`src/rtl/multicycle_control_unit.sv`:
```
// Moore control FSM sequencing one RV32I instruction through the multicycle datapath.
// Latency: 3-6 cycles per instruction plus one cycle per memory wait state.
// Backpressure: holds in IF, MEM_RD and MEM_WR until mem_ready. Outputs are forced to 0 while reset is low.
module multicycle_control_unit #(
    parameter logic [3:0] RESET_STATE = 4'd0
) (
    input  logic       clk,
    input  logic       reset,
    input  logic [6:0] opcode,
    input  logic       bcond,
    input  logic       mem_ready,
    output logic       mem_read,
    output logic       mem_write,
    output logic       i_or_d,
    output logic       ir_write,
    output logic       mdr_write,
    output logic       alu_src_a,
    output logic [1:0] alu_src_b,
    output logic [1:0] alu_ctrl_op,
    output logic       pc_write,
    output logic       pc_source,
    output logic       reg_write,
    output logic [1:0] wb_sel,
    output logic       is_ecall,
    output logic       retire,
    output logic [3:0] state
);

    typedef enum logic [3:0] {
        S_IF       = 4'd0,
        S_ID       = 4'd1,
        S_EX_R     = 4'd2,
        S_EX_I     = 4'd3,
        S_WB_ALU   = 4'd4,
        S_EX_ADDR  = 4'd5,
        S_MEM_RD   = 4'd6,
        S_WB_MEM   = 4'd7,
        S_MEM_WR   = 4'd8,
        S_EX_BR    = 4'd9,
        S_PC4      = 4'd10,
        S_EX_JAL   = 4'd11,
        S_EX_JALR  = 4'd12,
        S_EX_ECALL = 4'd13
    } state_t;

    state_t state_q;
    state_t state_d;

    always_ff @(posedge clk or negedge reset) begin
        if (!reset) begin
            state_q <= state_t'(RESET_STATE);
        end else begin
            state_q <= state_d;
        end
    end

    assign state = state_q;

    always_comb begin
        state_d     = S_IF;
        mem_read    = 1'b0;
        mem_write   = 1'b0;
        i_or_d      = 1'b0;
        ir_write    = 1'b0;
        mdr_write   = 1'b0;
        alu_src_a   = 1'b0;
        alu_src_b   = 2'b00;
        alu_ctrl_op = 2'b00;
        pc_write    = 1'b0;
        pc_source   = 1'b0;
        reg_write   = 1'b0;
        wb_sel      = 2'b00;
        is_ecall    = 1'b0;
        retire      = 1'b0;

        case (state_q)
            S_IF: begin
                mem_read = 1'b1;
                ir_write = mem_ready;
                state_d  = mem_ready ? S_ID : S_IF;
            end
            S_ID: begin
                // ALUOut captures PC+imm here so branch/JAL targets are ready later
                alu_src_b = 2'b10;
                case (opcode)
                    7'b0110011: state_d = S_EX_R;
                    7'b0010011: state_d = S_EX_I;
                    7'b0000011,
                    7'b0100011: state_d = S_EX_ADDR;
                    7'b1100011: state_d = S_EX_BR;
                    7'b1101111: state_d = S_EX_JAL;
                    7'b1100111: state_d = S_EX_JALR;
                    7'b1110011: state_d = S_EX_ECALL;
                    default:    state_d = S_PC4;
                endcase
            end
            S_EX_R: begin
                alu_src_a   = 1'b1;
                alu_ctrl_op = 2'b10;
                state_d     = S_WB_ALU;
            end
            S_EX_I: begin
                alu_src_a   = 1'b1;
                alu_src_b   = 2'b10;
                alu_ctrl_op = 2'b11;
                state_d     = S_WB_ALU;
            end
            S_WB_ALU: begin
                reg_write = 1'b1;
                state_d   = S_PC4;
            end
            S_EX_ADDR: begin
                alu_src_a = 1'b1;
                alu_src_b = 2'b10;
                // opcode bit 5 separates store (0100011) from load (0000011)
                state_d   = opcode[5] ? S_MEM_WR : S_MEM_RD;
            end
            S_MEM_RD: begin
                mem_read  = 1'b1;
                i_or_d    = 1'b1;
                mdr_write = mem_ready;
                state_d   = mem_ready ? S_WB_MEM : S_MEM_RD;
            end
            S_WB_MEM: begin
                reg_write = 1'b1;
                wb_sel    = 2'b01;
                state_d   = S_PC4;
            end
            S_MEM_WR: begin
                mem_write = 1'b1;
                i_or_d    = 1'b1;
                state_d   = mem_ready ? S_PC4 : S_MEM_WR;
            end
            S_EX_BR: begin
                alu_src_a   = 1'b1;
                alu_ctrl_op = 2'b11;
                pc_source   = 1'b1;
                pc_write    = bcond;
                retire      = bcond;
                state_d     = bcond ? S_IF : S_PC4;
            end
            S_PC4: begin
                alu_src_b = 2'b01;
                pc_write  = 1'b1;
                retire    = 1'b1;
                state_d   = S_IF;
            end
            S_EX_JAL: begin
                reg_write = 1'b1;
                wb_sel    = 2'b10;
                pc_write  = 1'b1;
                pc_source = 1'b1;
                retire    = 1'b1;
                state_d   = S_IF;
            end
            S_EX_JALR: begin
                alu_src_a = 1'b1;
                alu_src_b = 2'b10;
                pc_write  = 1'b1;
                reg_write = 1'b1;
                wb_sel    = 2'b10;
                retire    = 1'b1;
                state_d   = S_IF;
            end
            S_EX_ECALL: begin
                is_ecall = 1'b1;
                state_d  = S_PC4;
            end
            default: state_d = S_IF;
        endcase

        // Strobes must not reach the datapath or memory while reset is held
        if (!reset) begin
            mem_read    = 1'b0;
            mem_write   = 1'b0;
            i_or_d      = 1'b0;
            ir_write    = 1'b0;
            mdr_write   = 1'b0;
            alu_src_a   = 1'b0;
            alu_src_b   = 2'b00;
            alu_ctrl_op = 2'b00;
            pc_write    = 1'b0;
            pc_source   = 1'b0;
            reg_write   = 1'b0;
            wb_sel      = 2'b00;
            is_ecall    = 1'b0;
            retire      = 1'b0;
        end
    end

endmodule

```
`config.mk`:
```
export PLATFORM = sky130hd
export DESIGN_NAME = multicycle_control_unit
export DESIGN_NICKNAME = d
export VERILOG_FILES = /design/src/rtl/multicycle_control_unit.sv
export SDC_FILE = /design/constraint.sdc
export NUM_CORES = 1
export LEC_CHECK = 0
export CORE_UTILIZATION = 39
export CTS_CLUSTER_SIZE = 14
export DETAILED_ROUTE_END_ITERATION = 12
export GPL_ROUTABILITY_DRIVEN = 0
export GPL_TIMING_DRIVEN = 1
export PLACE_DENSITY_LB_ADDON = 0.25
export SLEW_MARGIN = 20
export SYNTH_ARGS = -nofsm -noshare
export SYNTH_HDL_FRONTEND = slang
export SYNTH_SLANG_ARGS = --single-unit
export TNS_END_PERCENT = 5
```
`constraint.sdc`:
```
create_clock -name clk -period 1.7 [get_ports clk]
set_input_delay 0.17 -clock clk [delete_from_list [all_inputs] [get_ports clk]]
set_output_delay 0.17 -clock clk [all_outputs]
set_load 0.01 [all_outputs]
```
# [Word level (Yosys, flattened, before mapping)]
# Index checks and enable logic that the tools add are counted.
[totals] inputBits=11 output_inout_bits=21 elab_cells=68 reg_bits=4
[op_classes] mux=33 reduce_logical=13 n_eq_ne=21
[ops] operator="4-bit case mux with 8 select lines" n=1
[ops] operator="7-bit == test (second input constant)" n=4
[ops] operator="4-bit case mux with 7 select lines" n=1
[ops] operator="4-bit == test (second input constant)" n=6
[ops] operator="1-bit 2-to-1 mux" n=21
[ops] operator="4-bit by 3-bit == test with 1-bit output (second input constant)" n=4
[ops] operator="7-bit by 6-bit == test with 1-bit output (second input constant)" n=2
[ops] operator="2-bit OR reduction" n=7
[ops] operator="2-bit case mux with 2 select lines" n=3
[ops] operator="4-bit by 2-bit == test with 1-bit output (second input constant)" n=2
[ops] operator="2-bit 2-to-1 mux" n=4
[ops] operator="4-bit 2-to-1 mux" n=2
[ops] operator="4-bit OR reduction" n=2
[ops] operator="7-bit by 2-bit == test with 1-bit output (second input constant)" n=1
[ops] operator="7-bit by 5-bit == test with 1-bit output (second input constant)" n=1
[ops] operator="3-bit OR reduction" n=2
[ops] operator="5-bit OR reduction" n=1
[ops] operator="4-bit by 1-bit == test with 1-bit output (second input constant)" n=1
[ops] operator="4-bit zero test" n=1
[ops] operator="1-bit case mux with 2 select lines" n=1

# [Longest topological paths before layout]
[logic_depth] word_depth=4 depth_mapped=5 depth_no_buf=4

# [Worst setup path before layout]
# Ideal clock, no wire load.
[synth_timing] path_type="reg-to-output" from="register state_q[2] (netlist: state[2])" to="output retire" slack_ns=0.002 t_arrival_ns=1.528 required_time_ns=1.530 stages_incl_launch_ff=6 path_cell_list="dfrtp_1 > buf_4 > buf_2 > or2_2 > a21oi_1 > buf_4"
[synth_between] elab_chain_cells=4 elab_cells_between_ends=7 classes_between="eq/ne: 4; mux: 2; reduce/logical: 1"
[synth_lines] element="from (decl)" line_no="46" rtl="state_t state_q;"
[synth_lines] element="from (signal assigned)" line_no="51" rtl="state_q <= state_t'(RESET_STATE);"
[synth_lines] element="from (signal assigned)" line_no="53" rtl="state_q <= state_d;"
[synth_lines] element="4-bit == test"
[synth_lines] element="3-bit OR reduction (no line)"
[synth_lines] element="1-bit case mux with 2 select lines (*)"
[synth_lines] element="1-bit 2-to-1 mux (*)"
[synth_lines] element="to (decl)" line_no="25" rtl="output logic retire,"
# Mark *: on every way between the ends. The rest lies on a longest branch, timed or not.

# [Worst setup path after layout]
[layout_timing] from="register state_q[1] (netlist: state[1])" to="output alu_src_b[1]"
[layout_between] elab_chain_cells=4 elab_cells_between_ends=8 classes_between="eq/ne: 5; mux: 2; reduce/logical: 1"
[layout_lines] element="4-bit by 1-bit == test with 1-bit output (tied with other cells)" line_no="76" rtl="case (state_q)"
[layout_lines] element="4-bit OR reduction (no line)"
[layout_lines] element="2-bit case mux with 2 select lines (*)" line_no="76"
[layout_lines] element="2-bit 2-to-1 mux (*)" line_no="173" rtl="if (!reset) begin"
[layout_lines] element="to (decl)" line_no="18" rtl="output logic [1:0] alu_src_b,"
# Marks and branches as above.

==> results.py <==
metrics = {
    "critical_path": {
        "cp-end-kind": "output pin",
        "regToRegEndpoint": "state[0]",
        "worst_r2r_startpoint": "state[3]",
        "crit_path_start": "state[1]",
        "start_kind": "flop",
        "r2r_slack_ns": 0,
        "path_max_fanout": 9,
        "ff2ff_path_depth": 6,
        "arrival_ns": 1.62,
        "cp_data_required_time_ns": 1.53,
        "crit_type": "reg2out",
        "endpoint": "alu_src_b[1]",
    },
    "timing": {
        "worst_slew_pin_slew_ns": 0.266,
        "worst_slack_ns": -0.0858,
        "fin_crit_ns": 1.79,
        "setup_viol": 2,
        "timing_hold_violations_final": 0,
        "final_max_slew_viol_count": 0,
        "finalCritPeriodShare_pct": 105,
        "rsz0062_at_grt": "yes",
        "max_clock_freq_mhz": 560,
        "finClkSkew_ns": 0.00475,
        "slew_headroom_pct": 82.2,
    },
    "synth": {
        "synth_nets": 103,
        "syn_area_um2": 641,
        "ys_seq_area_share_pct": 15.6,
        "synth.yosys.warnings": 0,
        "synth-seq-cells": 4,
        "yosys.area.top_type": "dfrtp_1",
        "synthCells": 92,
        "synth_top_cell_area_share_pct": 15.6,
        "yosys-top-cells-area": "dfrtp_1 16%, a21oi_1 6.3%, nor3_1 6.3%",
        "synth.distinct_cells": 32,
        "syn_area_per_cell_um2": 6.96,
    },
    "clock_network": {
        "cts.clk_slew.worst_paths_ns": 0.04,
        "htree_levels": 1,
        "root_buffer": "clkbuf_4",
        "cts_tree": "yes",
        "cts.sinks": 4,
        "clk-insertion-delay-late_ns": 0.23,
        "cts_buffer_depth": 2,
        "cts_buffers": 3,
        "cts_hold_buf": 0,
    },
    "drt": {
        "drt_wl_total_um": 2240,
        "routed-wl-met3_um": 150,
        "vias": 915,
        "drt-met1-wl_um": 897,
        "viasPerCell": 5.79,
        "top_layer_used": "met4",
        "wl_per_cell_um": 14.2,
        "drt_iter0_drc": 20,
        "wl_met2_um": 1150,
        "drt_pass1_iterations": 4,
        "drc": 0,
        "ant_nets": 0,
    },
    "final_layout": {
        "layout_common_cells": "22 x buf_4, 13 x clkdlybuf4s50_1, 9 x dlygate4sd2_1, 8 x nand2_1, 8 x nor3_1",
        "layout-drive-gt1-share_pct": 32.4,
        "final_nets": 155,
        "final_cells": 158,
        "area_growth_pct": 74.2,
        "finalCoreUtilization_pct": 73.2,
        "diodes": 0,
        "layout_commonest_cell": "buf_4",
        "fill_cells": 129,
        "largest_reg_flops": 4,
    },
    "placed_design": {
        "hpwl_um": 1590,
        "place_inst": 151,
        "port_buffers": 31,
    },
    "die": {
        "coreArea_um2": 1520,
        "die_w_um": 42.5,
        "die_area_um2": 1810,
        "initial_utilization_pct": 42.0,
        "die_y_um": 42.5,
        "io_pins": 32,
        "placementRows": 14,
    },
    "grt": {
        "first_global_vias": 853,
        "grt_pass1_wl_um": 3730,
        "antenna_found_initial": 0,
        "grtUsageTotal_pct": 26.6,
        "grt_max_degree": 12,
        "overflow": 0,
    },
    "pwr": {
        "power.density_nw_per_um2": 1500,
        "p_leak_uw": 0.000521,
        "peakVddDrop_mv": 0.831,
    },
    "outcome": {
        "status": "finished with violations",
        "violations": "setup timing",
    },
    "hold_path": {
        "hp-class": "in2async",
    },
    "job": {
        "drv_cap": 0,
    },
}
## cell families (layout without fill, tap and decap cells)
family	after synthesis	count (layout)	share of synthesized area (%)
simple gates	45	45	41.8
compound gates	29	29	28.5
flops	4	4	15.6
buf+inv	11	61	9.96
xor+xnor	3	3	4.10
## cell usage after synthesis
| cell | number |
|---|---|
| buf_6 | 1 |
| dfrtp_1 | 4 |
| nor4_1 | 1 |
| or3b_1 | 2 |
| xor2_1 | 3 |
| nand2_1 | 8 |
| or3_1 | 1 |
| a311oi_1 | 1 |
| or2_2 | 2 |
| nand3b_1 | 3 |
| o31a_1 | 1 |
| a2111o_1 | 1 |
| and3b_1 | 2 |
| a22oi_1 | 1 |
| o21ai_0 | 8 |
| nor2b_1 | 3 |
| nor2_1 | 5 |
| a21boi_0 | 1 |
| nor3_1 | 8 |
| buf_4 | 2 |
| nand3_1 | 4 |
| inv_1 | 2 |
| o211a_1 | 1 |
| a31oi_1 | 3 |
| nor4b_1 | 1 |
| a21oi_1 | 8 |
| a31o_1 | 1 |
| buf_2 | 6 |
| nand2b_1 | 4 |
| nor4b_4 | 1 |
| a211oi_1 | 2 |
| o22ai_1 | 1 |
## how the worst min path moves through the flow
stage	startpoint	slack [ns]	cells past startpoint	end
detailed placement	reset	0.59	2	state[0]
CTS	reset	0.09	2	state[0]
global route	reset	0.10	2	state[1]
global placement	reset	0.59	2	state[0]
finish	reset	0.1	2	state[0]
floorplan	reset	-0.13	0	state[0]
## layout make-up
cell class | instances | area (um2) | share of cell area [%]
multi-input combinational | 77 | 497 | 44.5
timing repair buffer | 56 | 465 | 41.7
sequential | 4 | 104 | 9.30
clock buffer | 3 | 22.5 | 2.02
tap | 16 | 20.0 | 1.79
inverter | 2 | 7.51 | 0.673
## report_power, final
| part | total, uW | switching [uW] | internal (uW) | leakage, uW |
|---|---|---|---|---|
| Combinational | 1340 | 649 | 688 | 0.000459 |
| Sequential | 220 | 72.6 | 147 | 0.0000478 |
| Clock | 120 | 40.4 | 79.1 | 0.0000138 |
| Total | 1680 | 762 | 915 | 0.000521 |
## critical path: stages, from the launching register on
cell	delay, ns
dfrtp_2	0.44
buf_4	0.18
a211oi_1	0.23
a31oi_1	0.10
nor2b_1	0.17
clkdlybuf4s15_1	0.26
## per-layer routing
metal | vias to the layer above | GRT usage (%)
li1 | 439 | -
met1 | 426 | 31.5
met2 | 44 | 46.5
met3 | 6 | 6.47
met4 | 0 | 8.75
met5 | - | 0
## per-stage QoR
step	hold WS [ns]	setup WS, ns	total power (uW)	instance area [um2]	TNS (ns)
floorplan	-0.126	0.00198	857	641	0
global placement	0.592	-0.178	1440	1070	-2.07
detailed placement	0.595	-0.226	1470	1070	-2.41
CTS	0.0876	-0.101	1620	1120	-0.166
global route	0.102	-0.162	1800	1120	-0.410
finish	0.0985	-0.0858	1680	1120	-0.145
## what timing repair did
action / in CTS / in global routing
resized for setup: 35 / 12
endpoints found under the hold margin: 0 / 0
setup endpoints to repair: 17 / 13
pin swaps: 0 / 2
setup buffers: 3 / 1
Note: power is estimated with default switching activity, not from simulation.
==> edit, RTL diff (same settings) <==
Make the reset (`reset`) synchronous in one clocked block.
--- a/src/rtl/multicycle_control_unit.sv
+++ b/src/rtl/multicycle_control_unit.sv
@@ -47,5 +47,5 @@
     state_t state_d;
 
-    always_ff @(posedge clk or negedge reset) begin
+    always_ff @(posedge clk) begin
         if (!reset) begin
             state_q <= state_t'(RESET_STATE);
Formal check against the unedited RTL: differs if reset is asserted again (counterexample within 4 cycles, from zero or initial values and one cycle with reset low); with reset held inactive, the same outputs for 10 cycles.
==> edit against the unedited design <==
- the flow finishes with violations (DRC)
- total power is 39% lower
- setup slack improved by 0.094 ns
- die area rose by 6.5%
- non-clock buffer count increased by 10
- routed wire length up 15%
- final area increased by 14%
- synthesized cell count is 16% higher
- sequential cell count is the same
- combinational power is 44% lower
- maximum frequency rose by 5.6%
- sequential power fell by 26%
- area after synthesis increased by 6.8%
- first-iteration DRC count up 85%
- critical path type is now flop to flop
- largest power group unchanged
- highest routed layer is now met3
==> edit: results (changes against the unedited design) <==
Status
  – Status: complete, but fails checks (unchanged)
  – Failing checks: DRC (was setup timing)

STA
  – Slew @ Worst Pin: 0.3706 ns (was 0.2660 ns)
  – Clock Skews: 0.003271 ns (was 0.004751 ns)
  – Setup ws final: 0.008213 ns (was -0.08580 ns)

Clock tree
  – # Post-CTS Setup Buffers: 0 (was 3)
  – Clk slew on worst S/H paths: 0.04 ns (about the same)
  – CTS resizes: 26 (was 35)
  – Number of H-tree levels: 1 (unchanged)
  – CTS Root Buffer Type: clkbuf_4 (unchanged)

Place
  – Cell Area, Placed: 1235 µm² (was 1072 µm²)
  – Dpl ws: -0.1805 ns (was -0.2264 ns)
  – Post-DP HPWL: 1915 µm (was 1592 µm)

Synthesis
  – Post-synthesis adder-cell area fraction: 0% (unchanged)
  – Syn Nets: 118 (was 103)
  – Top FF cell, synth: dfxtp_1 (was dfrtp_1)
  – XOR/XNOR Fraction of Synth Area: 3.839% (was 4.102%)
  – Sequential share of the synthesized area: 11.70% (was 15.63%)
  – FFs w/ async S/R, synth: 0% (was 100.0%)
  – Mux cell area share after synthesis: 1.645% (was 0%)
  – Yosys cell types: 43 (was 32)
  – Most frequent cells after synthesis: nand2_1, nor2_1, a21oi_1, clkbuf_1, nor2b_1 (was a21oi_1, nand2_1, nor3_1, o21ai_0, buf_2)
  – Complex-gate fraction of the synthesized area: 31.44% (was 28.52%)
  – Top cells by area, synth: dfxtp_1, nand2_1, nor2_1 (was dfrtp_1, a21oi_1, nor3_1)

Setup path
  – Worst reg2reg path startpoint: state[3]$_SDFF_PN0_ (was state[3]$_DFF_PN0_)
  – R2r endpoint: state[0]$_SDFF_PN0_ (was state[0]$_DFF_PN0_)
  – CP max FO: 5 (was 9)
  – Worst R2R Path Depth: 5 (was 6)
  – CP Data Arrival Time: 1.83 ns (was 1.62 ns)

Global routing
  – First-pass GRT wire length: 3912 µm (was 3732 µm)
  – Vias in the first global route: 946 (was 853)
  – GRT Util Overall: 26.62% (was 26.60%)
  – Met3 usage: 2.917% (was 6.466%)
  – Largest net degree at the start of global routing: 15 (was 12)
  – Met2 GRT Util: 45.67% (was 46.46%)
  – GR Util met1: 33.92% (was 31.50%)

Min path
  – Cells on Worst Hold Path: 3
  – Hold Path Class: primary input to flop (was primary input to asynchronous set/reset pin)
  – WHS Endpoint: state[0]$_SDFF_PN0_

Route
  – Top Layer Used: met3 (was met4)
  – Routed length on met1: 1119 µm (was 897 µm)
  – Met3 routed WL: 105 µm (was 150 µm)
  – Vias: 1,017 (was 915)
  – Wire per inst: 14.20 µm (was 14.16 µm)
  – Detailed Routing Iterations Pass 1: 10 (was 4)
  – Initial DRC count: 37 (was 20)
  – DRC Markers: 1 (was 0)
  – Met2 WL: 1345 µm (was 1147 µm)

Cells and area
  – Ant diodes: 0 (unchanged)
  – Fillers: 114 (was 129)
  – Fraction of layout cells with a size suffix above 1: 33.33% (was 32.39%)
  – Final net count: 178 (was 155)

Pwr
  – P_leak: 0.5814 nW (was 0.5209 nW)
  – Worst VDD drop: 484.0 µV (was 830.8 µV)
[edit: logic make-up (layout without fill, tap and decap cells)]
| group | count (synthesis) | in the layout |
|---|---|---|
| muxes | 1 | 1 |
| buffers and inverters | 14 | 72 |
| AOI/OAI and AO/OA | 30 | 30 |
| and+or+nand+nor | 55 | 55 |
| xor gates and xnor gates | 3 | 3 |
| DFF | 4 | 4 |
[edit: how the worst max path moves through the flow]
stage	startpoint	to	cells past startpoint
2_1_floorplan	state[2]$_SDFF_PN0_	retire	5
5_1_grt	state[3]$_SDFF_PN0_	state[0]$_SDFF_PN0_	5
6_report	state[3]$_SDFF_PN0_	state[0]$_SDFF_PN0_	5
3_3_place_gp	bcond	pc_write	5
4_1_cts	state[0]$_SDFF_PN0_	ir_write	4
3_5_place_dp	bcond	retire	5
[edit: worst max-delay path, stage by stage (launching register included)]
cell and delay [ns]:
dfxtp_2 0.33, buf_4 0.15, or4b_4 0.55, a221oi_4 0.23
o2111ai_2 0.15, o31ai_2 0.19
[edit: metrics by stage]
stage	instances	hold WS, ns	util (%)
global route	181	0.6165	80.79
CTS	181	0.5642	79.52
finish	181	0.5746	80.79
floorplan	107	0.3449	-
global placement	178	0.7645	78.33
detailed placement	178	0.7612	78.33
[edit: final cells by class]
class                           count  area [µm²]  area share (%)
Multi-Input combinational cell     89       568.0           44.60
Timing Repair Buffer               66       563.0           44.20
Sequential cell                     4       88.84           6.974
Clock buffer                        3       22.52           1.768
Tap cell                           16       20.02           1.572
Inverter                            3       11.26          0.8841
[edit: power breakdown]
group / internal (W) / switching, W
registers: 0.000122 / 0.0000398
clock network: 0.0000788 / 0.0000371
logic: 0.000395 / 0.000358
total: 0.000596 / 0.000435
